$ cat src/rtl/uart_cfg.sv
// Full-duplex UART with configurable data width, parity, stop bits and baud rate.
// TX and RX are independent FSMs; RX flags parity, framing and overrun errors.
//   state   | meaning
//   S_IDLE  | line idle, waiting for wr_en (TX) or a falling edge (RX)
//   S_START | start bit
//   S_DATA  | payload bits, LSB first
//   S_PAR   | parity bit (only when PARITY != 0)
//   S_STOP  | stop bit(s)
module uart_cfg #(
  parameter int CLK_HZ    = 50_000_000,
  parameter int BAUD      = 115_200,
  parameter int OVS       = 16,
  parameter int DATA_BITS = 8,
  parameter int PARITY    = 0,
  parameter int STOP_BITS = 1
) (
  input  logic                 clk_50m,
  input  logic                 rst_n,
  input  logic [DATA_BITS-1:0] data_in,
  input  logic                 wr_en,
  output logic                 Tx,
  output logic                 Tx_busy,
  input  logic                 Rx,
  output logic                 ready,
  input  logic                 ready_clr,
  output logic [DATA_BITS-1:0] data_out,
  output logic                 parity_err,
  output logic                 frame_err,
  output logic                 overrun
);

  localparam int BIT_CLKS  = (CLK_HZ / BAUD < 1) ? 1 : CLK_HZ / BAUD;
  localparam int TICK_CLKS = (CLK_HZ / (BAUD * OVS) < 1) ? 1 : CLK_HZ / (BAUD * OVS);
  localparam int HALF_OVS  = (OVS / 2 < 1) ? 1 : OVS / 2;

  localparam logic [15:0] BIT_RELOAD  = 16'(BIT_CLKS - 1);
  localparam logic [15:0] TICK_RELOAD = 16'(TICK_CLKS - 1);
  localparam logic [7:0]  HALF_RELOAD = 8'(HALF_OVS - 1);
  localparam logic [7:0]  OVS_RELOAD  = 8'(OVS - 1);
  localparam logic [3:0]  DB_LAST     = 4'(DATA_BITS - 1);
  localparam logic        HAS_PAR     = (PARITY != 0);
  localparam logic        ODD         = (PARITY == 1);
  localparam logic        STOP2       = (STOP_BITS == 2);

  typedef enum logic [2:0] {S_IDLE, S_START, S_DATA, S_PAR, S_STOP} state_t;

  // ---------------- transmitter ----------------
  state_t               tx_state_q;
  logic [15:0]          tx_cnt_q;
  logic [DATA_BITS-1:0] tx_sh_q;
  logic [3:0]           tx_bit_q;
  logic                 tx_stop_q;
  logic                 tx_par_q;
  logic                 tx_q;
  logic                 tx_busy_q;
  logic                 tx_load;

  assign Tx      = tx_q;
  assign Tx_busy = tx_busy_q;

  // A write landing on the edge that ends the final stop period starts the next frame directly.
  assign tx_load = wr_en && ((tx_state_q == S_IDLE) ||
                   (tx_state_q == S_STOP && tx_cnt_q == '0 && !tx_stop_q));

  always_ff @(posedge clk_50m or negedge rst_n) begin
    if (!rst_n) begin
      tx_state_q <= S_IDLE;
      tx_cnt_q   <= '0;
      tx_sh_q    <= '0;
      tx_bit_q   <= '0;
      tx_stop_q  <= 1'b0;
      tx_par_q   <= 1'b0;
      tx_q       <= 1'b1;
      tx_busy_q  <= 1'b0;
    end else if (tx_load) begin
      tx_state_q <= S_START;
      tx_cnt_q   <= BIT_RELOAD;
      tx_sh_q    <= data_in;
      tx_par_q   <= ODD ? ~^data_in : ^data_in;
      tx_q       <= 1'b0;
      tx_busy_q  <= 1'b1;
    end else if (tx_state_q != S_IDLE) begin
      if (tx_cnt_q != '0) begin
        tx_cnt_q <= tx_cnt_q - 16'd1;
      end else begin
        tx_cnt_q <= BIT_RELOAD;
        case (tx_state_q)
          S_START: begin
            tx_state_q <= S_DATA;
            tx_q       <= tx_sh_q[0];
            tx_sh_q    <= tx_sh_q >> 1;
            tx_bit_q   <= DB_LAST;
          end
          S_DATA: begin
            if (tx_bit_q != '0) begin
              tx_bit_q <= tx_bit_q - 4'd1;
              tx_q     <= tx_sh_q[0];
              tx_sh_q  <= tx_sh_q >> 1;
            end else if (HAS_PAR) begin
              tx_state_q <= S_PAR;
              tx_q       <= tx_par_q;
            end else begin
              tx_state_q <= S_STOP;
              tx_q       <= 1'b1;
              tx_stop_q  <= STOP2;
            end
          end
          S_PAR: begin
            tx_state_q <= S_STOP;
            tx_q       <= 1'b1;
            tx_stop_q  <= STOP2;
          end
          S_STOP: begin
            if (tx_stop_q) begin
              tx_stop_q <= 1'b0;
            end else begin
              tx_state_q <= S_IDLE;
              tx_busy_q  <= 1'b0;
            end
          end
          default: tx_state_q <= S_IDLE;
        endcase
      end
    end
  end

  // ---------------- receiver ----------------
  state_t               rx_state_q;
  logic                 rx_meta_q, rx_sync_q, rx_prev_q;
  logic [15:0]          rx_tcnt_q;
  logic [7:0]           rx_os_q;
  logic [3:0]           rx_bit_q;
  logic [DATA_BITS-1:0] rx_sh_q;
  logic                 rx_par_q;
  logic                 rx_tick;
  logic                 rx_sample;
  logic                 rx_done;
  logic                 rx_perr;

  always_ff @(posedge clk_50m or negedge rst_n) begin
    if (!rst_n) begin
      rx_meta_q <= 1'b1;
      rx_sync_q <= 1'b1;
      rx_prev_q <= 1'b1;
    end else begin
      rx_meta_q <= Rx;
      rx_sync_q <= rx_meta_q;
      rx_prev_q <= rx_sync_q;
    end
  end

  assign rx_tick   = (rx_state_q != S_IDLE) && (rx_tcnt_q == '0);
  assign rx_sample = rx_tick && (rx_os_q == '0);
  assign rx_done   = rx_sample && (rx_state_q == S_STOP);
  assign rx_perr   = HAS_PAR && ((^{rx_sh_q, rx_par_q}) != ODD);

  always_ff @(posedge clk_50m or negedge rst_n) begin
    if (!rst_n) begin
      rx_state_q <= S_IDLE;
      rx_tcnt_q  <= '0;
      rx_os_q    <= '0;
      rx_bit_q   <= '0;
      rx_sh_q    <= '0;
      rx_par_q   <= 1'b0;
    end else begin
      // The tick divider restarts on each start edge so sample phase tracks the frame.
      if (rx_state_q == S_IDLE || rx_tcnt_q == '0) rx_tcnt_q <= TICK_RELOAD;
      else                                         rx_tcnt_q <= rx_tcnt_q - 16'd1;

      if (rx_state_q == S_IDLE) begin
        if (rx_prev_q && !rx_sync_q) begin
          rx_state_q <= S_START;
          rx_os_q    <= HALF_RELOAD;
        end
      end else if (rx_tick && rx_os_q != '0) begin
        rx_os_q <= rx_os_q - 8'd1;
      end else if (rx_sample) begin
        rx_os_q <= OVS_RELOAD;
        case (rx_state_q)
          S_START: begin
            if (rx_sync_q) rx_state_q <= S_IDLE;
            else begin
              rx_state_q <= S_DATA;
              rx_bit_q   <= DB_LAST;
            end
          end
          S_DATA: begin
            rx_sh_q <= {rx_sync_q, rx_sh_q[DATA_BITS-1:1]};
            if (rx_bit_q != '0)  rx_bit_q   <= rx_bit_q - 4'd1;
            else if (HAS_PAR)    rx_state_q <= S_PAR;
            else                 rx_state_q <= S_STOP;
          end
          S_PAR: begin
            rx_par_q   <= rx_sync_q;
            rx_state_q <= S_STOP;
          end
          default: rx_state_q <= S_IDLE;
        endcase
      end
    end
  end

  always_ff @(posedge clk_50m or negedge rst_n) begin
    if (!rst_n) begin
      ready      <= 1'b0;
      data_out   <= '0;
      parity_err <= 1'b0;
      frame_err  <= 1'b0;
      overrun    <= 1'b0;
    end else if (rx_done && (!ready || ready_clr)) begin
      ready      <= 1'b1;
      data_out   <= rx_sh_q;
      parity_err <= rx_perr;
      frame_err  <= !rx_sync_q;
      overrun    <= 1'b0;
    end else if (rx_done) begin
      overrun <= 1'b1;
    end else if (ready_clr) begin
      ready      <= 1'b0;
      parity_err <= 1'b0;
      frame_err  <= 1'b0;
      overrun    <= 1'b0;
    end
  end

endmodule

$ cat config.mk
export PLATFORM = sky130hd
export DESIGN_NAME = uart_cfg
export DESIGN_NICKNAME = d
export VERILOG_FILES = /design/src/rtl/uart_cfg.sv
export SDC_FILE = /design/constraint.sdc
export NUM_CORES = 1
export LEC_CHECK = 0
export CAP_MARGIN = 20
export CORE_ASPECT_RATIO = 1.75
export CORE_MARGIN = 2
export CORE_UTILIZATION = 25
export DETAILED_ROUTE_END_ITERATION = 8
export SKIP_CTS_REPAIR_TIMING = 1
export SYNTH_ARGS = -nofsm -noshare
export SYNTH_HDL_FRONTEND = slang
export SYNTH_SLANG_ARGS = --single-unit
$ cat constraint.sdc
create_clock -name clk_50m -period 4.8 [get_ports clk_50m]
set_clock_uncertainty 0.15 [all_clocks]
set_input_delay 0.48 -clock clk_50m [delete_from_list [all_inputs] [get_ports clk_50m]]
set_output_delay 0.48 -clock clk_50m [all_outputs]
set_load 0.05 [all_outputs]
Word level (Yosys, flattened, before mapping) --
Index checks and enable logic that the tools add are counted.
Storage, ports and cells: output and inout port bits 14, word-level logic and storage cells 149, register bits after elaboration 88
Cells by class: add/subtract/negate cells 5, bitwise gates (word level) 4, mux-type cells 50, eq/ne operators 21, reductions and logical operators 49
Operators with widths (number):
- 16-bit 2-to-1 mux | 4
- 8-bit 2-to-1 mux | 8
- 16-bit zero test | 2
- 16-bit by 1-bit subtractor with 16-bit output, second input constant | 2
- 3-bit 2-to-1 mux | 10
- 4-bit AND reduction | 5
- 1-bit 2-to-1 mux | 17
- 4-bit case mux with 2 select lines | 2
- 8-bit case mux with 2 select lines | 1
- 16-bit nonzero test | 1
- 3-bit nonzero test | 5
- 2-bit nonzero test | 7
- 3-bit by 2-bit equality test with 1-bit output, second input constant | 4
- 4-bit 2-to-1 mux | 3
- 2-bit != test, second input constant | 6
- 3-bit != test, second input constant | 4
- 3-bit case mux with 4 select lines | 1
- 4-bit nonzero test | 3
- 5-bit AND reduction | 2
- 1-bit logical AND | 9
- 3-bit case mux with 3 select lines | 1
- 8-bit zero test | 1
- 8-bit nonzero test | 1
- 4-bit by 1-bit subtractor with 4-bit output, second input constant | 2
- other kinds (15) | 28

Logic depth before layout (Yosys ltp) --
Gate-level depths: netlist of the first run.
depth after elaboration 7, depth in mapped cells 9, gate-level depth less buffers 7

Worst setup path after synthesis of the first run --
OpenSTA, ideal clock, no wires.
kind register to register, start register rx_os_q[4], end register data_out[0], arrival 2.260 ns, stages on the path, launching flop included 6, library setup time 0.125 ns, path slack 2.265 ns, buffers on the path 1, path through dfrtp_1 -> or4_4 -> or3_1 -> buf_6 -> nor4b_4 -> mux2_2
On the way: longest elaborated chain between the ends 4
RTL lines:
- from (decl) | line 131 | logic [7:0] rx_os_q;
- from (signal assigned) | line 176 | rx_os_q <= rx_os_q - 8'd1;
- 8-bit zero test | line 153 | assign rx_sample = rx_tick && (rx_os_q == '0);
- 1-bit logical AND | line 153
- 1-bit logical AND | line 154 | assign rx_done = rx_sample && (rx_state_q == S_STOP);
- 1-bit logical AND | line 210 | end else if (rx_done && (!ready || ready_clr)) begin
- to (signal assigned) | line 212 | data_out <= rx_sh_q;
- to (decl) | line 26 | output logic [DATA_BITS-1:0] data_out,
No other way between the ends. A chain may end at the register's enable or synchronous reset.

Worst setup path in the final report of the first run --
start register tx_cnt_q[7], end register tx_sh_q[0]
On the way: longest elaborated chain between the ends 7, elaborated cells on any way between the ends 12, those cells by class 2 x eq/ne; 1 x mux; 9 x reduce/logical
RTL lines:
- from (decl) | line 49 | logic [15:0] tx_cnt_q;
- from (signal assigned) | line 84 | tx_cnt_q <= tx_cnt_q - 16'd1;
- 16-bit zero test | line 63 | (tx_state_q == S_STOP && tx_cnt_q == '0 && !tx_stop_q));
- 1-bit logical AND (2 in series) | line 63
- 1-bit logical OR | line 62 | assign tx_load = wr_en && ((tx_state_q == S_IDLE) ||
- 1-bit logical AND | line 62
- 3-bit != test (no line), or another cell as far along
- 4-bit AND reduction (no line)
- to (signal assigned) | line 78 | tx_sh_q <= data_in;
- to (signal assigned) | line 91 | tx_sh_q <= tx_sh_q >> 1;
- to (signal assigned) | line 98 | tx_sh_q <= tx_sh_q >> 1;
- to (decl) | line 50 | logic [DATA_BITS-1:0] tx_sh_q;
Several ways; a longest one is shown, not always the timed one.

==> impl_metrics.tcl, run 1 <==
set metrics [dict create \
    antenna_found_initial 0 \
    timing.fmax_mhz 339.3 \
    grt_max_degree 87 \
    syn_nets 411 \
    maxSlewViolCount 0 \
    rsz0062_at_grt "false" \
    nFillCells 1686 \
    layout-area-overhead-vs-synth_pct 19.05 \
    cts_tree "done" \
    top_layer "met4" \
    synth_top_flop_cell "dfrtp_1" \
    clock-sinks 86 \
    syn_area_per_cell_sq_um 10.61 \
    portBuffers 25 \
    tightest_slew_ns 0.8449 \
    power_switching_uw 583.2 \
    yosysTopAreaCellShare_pct 49.44 \
    vias_per_cell 4.587 \
    clk_path_buf_depth 2 \
    multi_input_area_sq_um 1891 \
    ys_seq_area_share_pct 51.97 \
    max_slew_margin_pct 43.24 \
    cp.required_ns 4.93 \
    finalSetupTns_ns 0 \
    synth_seq_cells 86 \
    end_kind "register" \
    finalSetupViolations 0 \
    synth_cell_types 62 \
    synthCells 391 \
    cpPeakStageDelay_ns 0.75 \
    p_per_area_nw_per_um2 390.8 \
    seqPwrFrac_pct 48.9 \
    gp_congestion 0.7534 \
    dp_hpwl_microns 5710 \
    internal_power_uw 1348 \
    status "finished clean" \
    pwr-share-clk_pct 33.2 \
    initial_utilization_pct 25.36 \
    p_leak_uw 0.002044 \
    final_nets 438 \
    clk_latency_ns 0.34 \
    drcViolationCount 0 \
    route.met2.wl_microns 4307 \
    routed-wl-met3_microns 179 \
    die_area_sq_um 17690 \
    fin_crit_ns 2.947 \
    start_kind "register" \
    grt_overflow 0 \
    post-route-period-util_pct 61.39 \
    cts.clk_slew.worst_paths_ns 0.06 \
    hold_class "reg -> reg" \
    p_sw_share_pct 30.20 \
    cts.root.buffer_cell "clkbuf_16" \
    arrival_ns 3.07 \
    pwr-share-comb_pct 17.9 \
    cp_slowest_cell "a21oi_1" \
    cp_cell_sequence "or4_4 -> nand4b_1 -> a21oi_1 -> nand2b_1 -> o221a_2" \
    peakVddDrop_mv 0.1884 \
    firstDrtPassIters 4 \
    n_antenna_cell 0 \
    pin_count 27 \
    vias 2968 \
    yosys_warnings 0 \
    coreArea_sq_um 16370 \
    synth_edf_count 0 \
    wl_met1_microns 3402 \
    grt_use_total_pct 9.672 \
    postRouteAntennaNets 0 \
    synth.cell_area_sq_um 4150 \
    rows 62 \
    drive_gt1_share_pct 13.71 \
    hold_viol_final 0 \
    die_x_microns 101.4 \
    critPathMaxFanout 11 \
    grt_pass1_wl_microns 13880 \
    power.total_uw 1931 \
    grt_pass1_vias 2996 \
    die_h_microns 174.4 \
    yosys-top-cells-area "dfrtp_1 (49%), mux2_2 (4.9%), nor2_1 (3.3%)" \
    routedWlPerCell_microns 12.46 \
    htreeDepth 3 \
    yosys.area.top_type "dfrtp_1" \
    drtIter0Drc 112 \
    crit_type "reg -> reg" \
    routed_wl_microns 8062 \
    max_cap_violations 0 \
    register_area_sq_um 2157 \
    synth_async_sr_flop_share_pct 100.0 \
    cts_buffers 9 \
]
## worst max-delay path, delay by kind of cell (launching register included)
family | cells | cell delay, ns
flops | 1 | 0.43
simple gates | 3 | 1.32
compound gates | 2 | 0.99
## cell usage in the layout (no fill, tap or decap), types with 3 or more instances in the layout
cell	synthesis	final
mux2_2	18	18
and3_1	3	3
dfstp_2	4	4
ha_1	7	7
o221a_2	7	7
nor3b_1	3	3
nor4b_1	4	4
xnor2_1	15	15
a21oi_1	18	18
clkbuf_16	0	9
or3_1	10	10
nand2_1	32	32
inv_1	12	12
nor3_1	16	16
or4_1	3	3
xor2_1	8	8
nor2b_1	3	3
dfrtp_1	82	82
a31oi_1	3	3
a21o_1	4	4
nand2b_1	12	12
nand3b_1	4	4
nor2_1	37	37
nand3_1	7	7
clkdlybuf4s50_1	0	24
o21ai_0	17	17
nand4b_1	5	5
nor4_1	7	7
## kinds of logic (layout without fill, tap and decap cells)
logic type / count (synthesis) / count (layout) / synth area share, %
AO/OA/AOI/OAI: 67 / 67 / 10.82
AND/OR/NAND/NOR: 164 / 164 / 22.55
buffers and inverters: 24 / 56 / 2.472
other: 1 / 1 / 0.09036
flip-flops: 86 / 86 / 51.97
adder cells (fa/ha/maj): 7 / 7 / 2.110
XOR/XNOR: 23 / 23 / 4.854
multiplexers: 19 / 19 / 5.125
## path summary, 6_finish.rpt
path	to	startpoint	cells after the start	slack [ns]
worst max register to register	tx_sh_q[0]$_DFFE_PN0P_	tx_cnt_q[7]$_DFFE_PN0P_	5	1.85
worst min register to register	rx_sync_q$_DFF_PN1_	rx_meta_q$_DFF_PN1_	0	0.21
min in group asynchronous	tx_state_q[1]$_DFFE_PN0P_	rst_n	2	0.44
max in group asynchronous	rx_meta_q$_DFF_PN1_	rst_n	3	3.41
worst min-delay path	rx_sync_q$_DFF_PN1_	rx_meta_q$_DFF_PN1_	0	0.21
worst max-delay path	tx_sh_q[0]$_DFFE_PN0P_	tx_cnt_q[7]$_DFFE_PN0P_	5	1.85
## sequential cells by signal (all words and copies together), names as in the netlist
register / count
rx_sh_q: 8
rx_os_q: 8
rx_tcnt_q: 16
tx_sh_q: 8
rx_bit_q: 4
tx_state_q: 3
ready: 1
Tx_busy: 1
frame_err: 1
overrun: 1
rx_meta_q: 1
data_out: 8
rx_sync_q: 1
rx_prev_q: 1
rx_state_q: 3
tx_cnt_q: 16
tx_bit_q: 4
Tx: 1
## final cells by class
class	instances	area share, %
Clock inverter	6	0.9369
Inverter	12	0.9116
Tap cell	224	5.672
Timing Repair Buffer	28	5.926
Sequential cell	86	43.66
Clock buffer	10	4.634
Multi-Input combinational cell	281	38.26
## stage by stage
stage / utilization (%) / area (sq um) / setup WS (ns) / instances / hold slack [ns]
3_5_place_dp: 28.23 / 4621 / 1.786 / 628 / 0.1996
5_1_grt: 30.19 / 4941 / 1.696 / 647 / 0.2161
3_3_place_gp: 28.23 / 4621 / 1.840 / 628 / 0.1961
2_1_floorplan: - / 4150 / 2.265 / 391 / 0.03441
6_report: 30.19 / 4941 / 1.853 / 647 / 0.2081
4_1_cts: 29.91 / 4896 / 1.749 / 644 / 0.2087
## routing by layer
layer	up-vias	global-route usage [%]
met5	-	0
met4	0	3.941
met3	14	2.211
met2	29	17.91
met1	1465	10.22
li1	1460	-
## cell usage after synthesis, drive strengths merged (7+ instances only)
library cell,instances
a21oi,18
clkbuf,8
dfrtp,82
ha,7
inv,12
mux2,18
nand2,32
nand2b,12
nand3,7
nor2,37
nor3,16
nor4,9
o21ai,18
o221a,7
or3,13
xnor2,15
xor2,8
## power groups by stage
stage	Combinational (uW)	Clock (uW)	Sequential (uW)
3_5_place_dp	345	0	956
5_1_grt	393	692	963
3_3_place_gp	336	0	949
6_report	346	641	945
4_1_cts	347	663	943
2_1_floorplan	265	0	932
No activity file was read; power rests on OpenSTA's default activity.
==> run 2: changes to the inputs <==
==> constraint.sdc (replaced) <==
create_clock -name clk_50m -period 2.85 [get_ports clk_50m]
set_clock_uncertainty 0.15 [all_clocks]
set_input_delay 0.285 -clock clk_50m [delete_from_list [all_inputs] [get_ports clk_50m]]
set_output_delay 0.285 -clock clk_50m [all_outputs]
set_load 0.05 [all_outputs]
==> run 2 against run 1 <==
Design area up 2.2%. Largest cell class unchanged. Fmax rose by 12%. Die area is the same. Non-clock buffer count up 12. Power grew 74%. Cell count rose by 1.9%. Via count increased by 3.0%. Hold slack worse by 0.0012 ns. Wire length up 6.5%. Clock power increased by 83%. Count of clock-buffer cells in the layout rose by 1. Sequential share of layout area down 0.94 points. Critical path type unchanged.
==> impl_metrics.tcl, run 2 (same netlist as run 1, synthesis figures left out) <==
set metrics [dict create \
    status "finished clean" \
    crit_type "reg -> reg" \
    p_per_area_nw_per_um2 665.6 \
    finalSetupViolations 0 \
    routedWlPerCell_microns 13.03 \
    max_slew_margin_pct 63.76 \
    hold_viol_final 0 \
    cts.root.buffer_cell "clkbuf_16" \
    place_area_sq_um 4718 \
    rsz0062_at_grt "false" \
    cts.clk_slew.worst_paths_ns 0.06 \
    routed_wl_microns 8590 \
    vias 3057 \
    die_x_microns 101.4 \
    critPathMaxFanout 8 \
    finalSetupTns_ns 0 \
    instances_no_fill 659 \
    n_antenna_cell 0 \
    final_nets 450 \
    portBuffers 25 \
    start_kind "register" \
    multi_input_area_sq_um 1891 \
    layout-area-overhead-vs-synth_pct 21.68 \
    grt_max_degree 87 \
    grt_overflow 0 \
    coreArea_sq_um 16370 \
    tightest_slew_ns 0.5361 \
    grt_use_total_pct 10.34 \
    grt_pass1_vias 3158 \
    peakVddDrop_mv 0.3559 \
    vias_per_cell 4.639 \
    most-common-layout-cells "dfrtp_1 (82), nor2_1 (37), nand2_1 (32), clkdlybuf4s50_1 (24)" \
    end_kind "register" \
    timing.fmax_mhz 381.0 \
    final_area_sq_um 5050 \
    die_h_microns 174.4 \
    cpPeakStageDelay_ns 0.56 \
    final_common_cell "dfrtp_1" \
    postRouteAntennaNets 0 \
    clock-sinks 86 \
    reg.largest.list "rx_tcnt_q (16), tx_cnt_q (16)" \
    die_area_sq_um 17690 \
    cts_buffers 9 \
    htreeDepth 3 \
    cp.required_ns 2.93 \
    final_util_pct 30.85 \
    drive_gt1_share_pct 15.86 \
    cp_slowest_cell "or4_4" \
    cp.buffers_inverters 1 \
    rows 62 \
    antenna_found_initial 0 \
    fin_crit_ns 2.625 \
    nFillCells 1670 \
    post-route-period-util_pct 92.10 \
    drcViolationCount 0 \
    power.total_uw 3361 \
    critPathTopFamily "simple AND/OR/NAND/NOR gates" \
    dp_hpwl_microns 6035 \
    clk_path_buf_depth 2 \
    register_area_sq_um 2157 \
    placed_cells 641 \
    p_leak_uw 0.002119 \
    gp_congestion 0.7750 \
    grt_pass1_wl_microns 14780 \
    firstDrtPassIters 4 \
    cp_cell_sequence "or4_4 -> or3_1 -> nor4b_4 -> buf_4 -> mux2_2" \
    drtIter0Drc 206 \
    cts_tree "done" \
    maxSlewViolCount 0 \
    hold_class "in -> async" \
    clk_latency_ns 0.34 \
    initial_utilization_pct 25.36 \
    arrival_ns 2.70 \
    pin_count 27 \
    max_cap_violations 0 \
]
-- run 2: changes by cell type in the layout (fill, tap and decap cells not counted) --
cell / delta
clkbuf_1: +1
clkinvlp_4: -2
clkinv_4: +1
buf_4: +12
bufinv_16: +1
inv_6: -1
-- run 2: final timing paths --
kind	from	to	slack, ns	depth (start not counted)
setup / recovery	rx_os_q[4]$_DFFE_PN0P_	data_out[5]$_DFFE_PN0P_	0.23	5
hold reg to reg	rx_meta_q$_DFF_PN1_	rx_sync_q$_DFF_PN1_	0.21	0
max in group asynchronous	rst_n	rx_prev_q$_DFF_PN1_	1.70	3
hold / removal	rst_n	tx_cnt_q[10]$_DFFE_PN0P_	0.21	2
min in group clk_50m	rx_meta_q$_DFF_PN1_	rx_sync_q$_DFF_PN1_	0.21	0
setup reg to reg	rx_os_q[4]$_DFFE_PN0P_	data_out[5]$_DFFE_PN0P_	0.23	5
-- run 2: layout make-up --
type | count | area share, %
Timing Repair Buffer | 40 | 7.582
Multi-Input combinational cell | 281 | 37.44
Tap cell | 224 | 5.550
Sequential cell | 86 | 42.72
Inverter | 12 | 0.8920
Clock inverter | 5 | 1.214
Clock buffer | 11 | 4.609
-- run 2: routing by layer --
| layer | share of wire, % | vias up | track usage (%) |
|---|---|---|---|
| met1 | 41 | 1521 | 11.51 |
| met4 | 2.7 | 0 | 5.349 |
| met3 | 2.2 | 18 | 1.608 |
| met5 | 0 | - | 0 |
| li1 | - | 1485 | - |
| met2 | 54 | 33 | 18.46 |
-- run 2: where the power goes --
part	internal (uW)	switching, uW
registers	1410	180
clock network	683	488
logic	276	325
-- run 2: stage by stage --
step	hold WS, ns	worst slack (ns)
2_1_floorplan	-0.1606	0.3154
3_3_place_gp	0.1981	0.2748
3_5_place_dp	0.1978	0.2097
4_1_cts	0.04577	0.2197
5_1_grt	0.2115	0.1087
6_report	0.2069	0.2250
==> run 3: changes to the inputs <==
--- a/config.mk
+++ b/config.mk
@@ -8,8 +8,9 @@
 export CAP_MARGIN = 20
 export CORE_ASPECT_RATIO = 1.75
 export CORE_MARGIN = 2
-export CORE_UTILIZATION = 25
+export CORE_UTILIZATION = 59
 export DETAILED_ROUTE_END_ITERATION = 8
+export PLACE_DENSITY = 0.8
 export SKIP_CTS_REPAIR_TIMING = 1
 export SYNTH_ARGS = -nofsm -noshare
 export SYNTH_HDL_FRONTEND = slang
==> run 3 against run 2 <==
Design area shrank 3.6%. Clock power is 4% higher. Global-route usage up 13 points. Largest power group unchanged. Hold slack gained 0.0060 ns. Power rose by 1.5%. Critical path depth up 1. Register-to-register slack about the same. Sequential share of layout area up 1.6 points.
==> impl_metrics.tcl, run 3 (same netlist as run 1, synthesis figures left out) <==
set metrics [dict create \
    status "finished clean" \
    n_antenna_cell 0 \
    drtIter0Drc 161 \
    grt_pass1_vias 3075 \
    drcViolationCount 0 \
    grt_max_degree 47 \
    holdWs_ns 0.2129 \
    coreArea_sq_um 6857 \
    dp_hpwl_microns 5552 \
    clk_path_buf_depth 2 \
    firstDrtPassIters 4 \
    postRouteAntennaNets 0 \
    setup_slack_ns 0.2351 \
    pwr-share-comb_pct 17.7 \
    p_sw_share_pct 28.22 \
    p_per_area_nw_per_um2 701.2 \
    internal_power_uw 2449 \
    crit_type "reg -> reg" \
    drive_gt1_share_pct 15.47 \
    register_area_sq_um 2157 \
    post-route-period-util_pct 91.75 \
    finalSetupViolations 0 \
    die_h_microns 115.0 \
    hold_class "reg -> reg" \
    antenna_found_initial 0 \
    seqPwrFrac_pct 46.6 \
    final_common_cell "dfrtp_1" \
    pwr-share-clk_pct 35.7 \
    wl_met1_microns 3386 \
    cts.clk_slew.worst_paths_ns 0.06 \
    initial_utilization_pct 60.53 \
    route.met2.wl_microns 4262 \
    finalSetupTns_ns 0 \
    start_kind "register" \
    max_cap_violations 0 \
    grt_overflow 0 \
    critPathMaxFanout 8 \
    routedWlPerCell_microns 15.57 \
    fin_crit_ns 2.615 \
    place_area_sq_um 4548 \
    end_kind "register" \
    multi_input_area_sq_um 1891 \
    cts.root.buffer_cell "clkbuf_16" \
    hold_viol_final 0 \
    grt_use_total_pct 23.46 \
    cts_buffers 9 \
    most-common-layout-cells "dfrtp_1 (82), nor2_1 (37), nand2_1 (32), clkdlybuf4s50_1 (24)" \
    htreeDepth 3 \
    vias_per_cell 6.017 \
    rows 40 \
    top_layer "met4" \
    cp.required_ns 2.93 \
    routed_wl_microns 8049 \
    arrival_ns 2.69 \
    reg.largest.list "rx_tcnt_q (16), tx_cnt_q (16)" \
    pin_count 27 \
    gp_congestion 0.7812 \
    timing.fmax_mhz 382.4 \
    clock-sinks 86 \
    die_x_microns 67.40 \
    grt_pass1_wl_microns 13830 \
    maxSlewViolCount 0 \
    final_area_sq_um 4866 \
    rsz0062_at_grt "false" \
    power_switching_uw 962.9 \
    vias 3111 \
    final_nets 448 \
    max_slew_margin_pct 63.88 \
    die_area_sq_um 7748 \
    p_leak_uw 0.002116 \
    place_ws_ns 0.2603 \
    tightest_slew_ns 0.5342 \
    peakVddDrop_mv 0.5009 \
    layout-area-overhead-vs-synth_pct 17.24 \
    nFillCells 502 \
    cts_tree "done" \
    rrSetupSlack_ns 0.24 \
    clk_latency_ns 0.34 \
    routed-wl-met3_microns 239 \
    portBuffers 25 \
]
## run 3: stage by stage
stage,power (uW),utilization (%),std cells
after CTS,3428,70.82,516
after global placement,2172,66.33,500
after global routing,3588,70.97,517
final,3412,70.97,517
after floorplan,2016,-,391
after detailed placement,2207,66.33,500
## run 3: final timing paths
path,from,to,depth (start not counted)
max in group asynchronous,rst_n,rx_sync_q$_DFF_PN1_,3
setup reg to reg,rx_tcnt_q[11]$_DFF_PN0_,data_out[7]$_DFFE_PN0P_,6
hold / removal,rx_meta_q$_DFF_PN1_,rx_sync_q$_DFF_PN1_,0
setup / recovery,rx_tcnt_q[11]$_DFF_PN0_,data_out[7]$_DFFE_PN0P_,6
min in group asynchronous,rst_n,rx_tcnt_q[10]$_DFF_PN0_,2
hold reg to reg,rx_meta_q$_DFF_PN1_,rx_sync_q$_DFF_PN1_,0
## run 3: critical path, cell delays in order (launching register included)
cell and delay [ns]:
dfrtp_1 0.42, or4_1 0.59, nor3_1 0.25, nand4b_1 0.23
nor4b_4 0.32, buf_4 0.21, mux2_2 0.35
## run 3: cell type report
class                      count  share of cell area, %
timing repair buffer          38                  7.406
clock inverter                 5                  1.543
tap                           84                  2.160
sequential                    86                  44.33
clock buffer                  11                  4.783
multi-input combinational    281                  38.85
inverter                      12                 0.9257
## run 3: layer usage
layer  GRT usage, %  vias to the layer above
li1               -                     1488
met1          28.57                     1543
met2          39.67                       66
met3          3.620                       14
met4          11.70                        0
met5              0                        -
## run 3: power by group through the flow
stage	Combinational, uW	Clock (uW)	Sequential, uW
after floorplan	446	0	1570
after global routing	686	1280	1620
after global placement	572	0	1600
after detailed placement	599	0	1610
after CTS	604	1240	1590
final	604	1220	1590
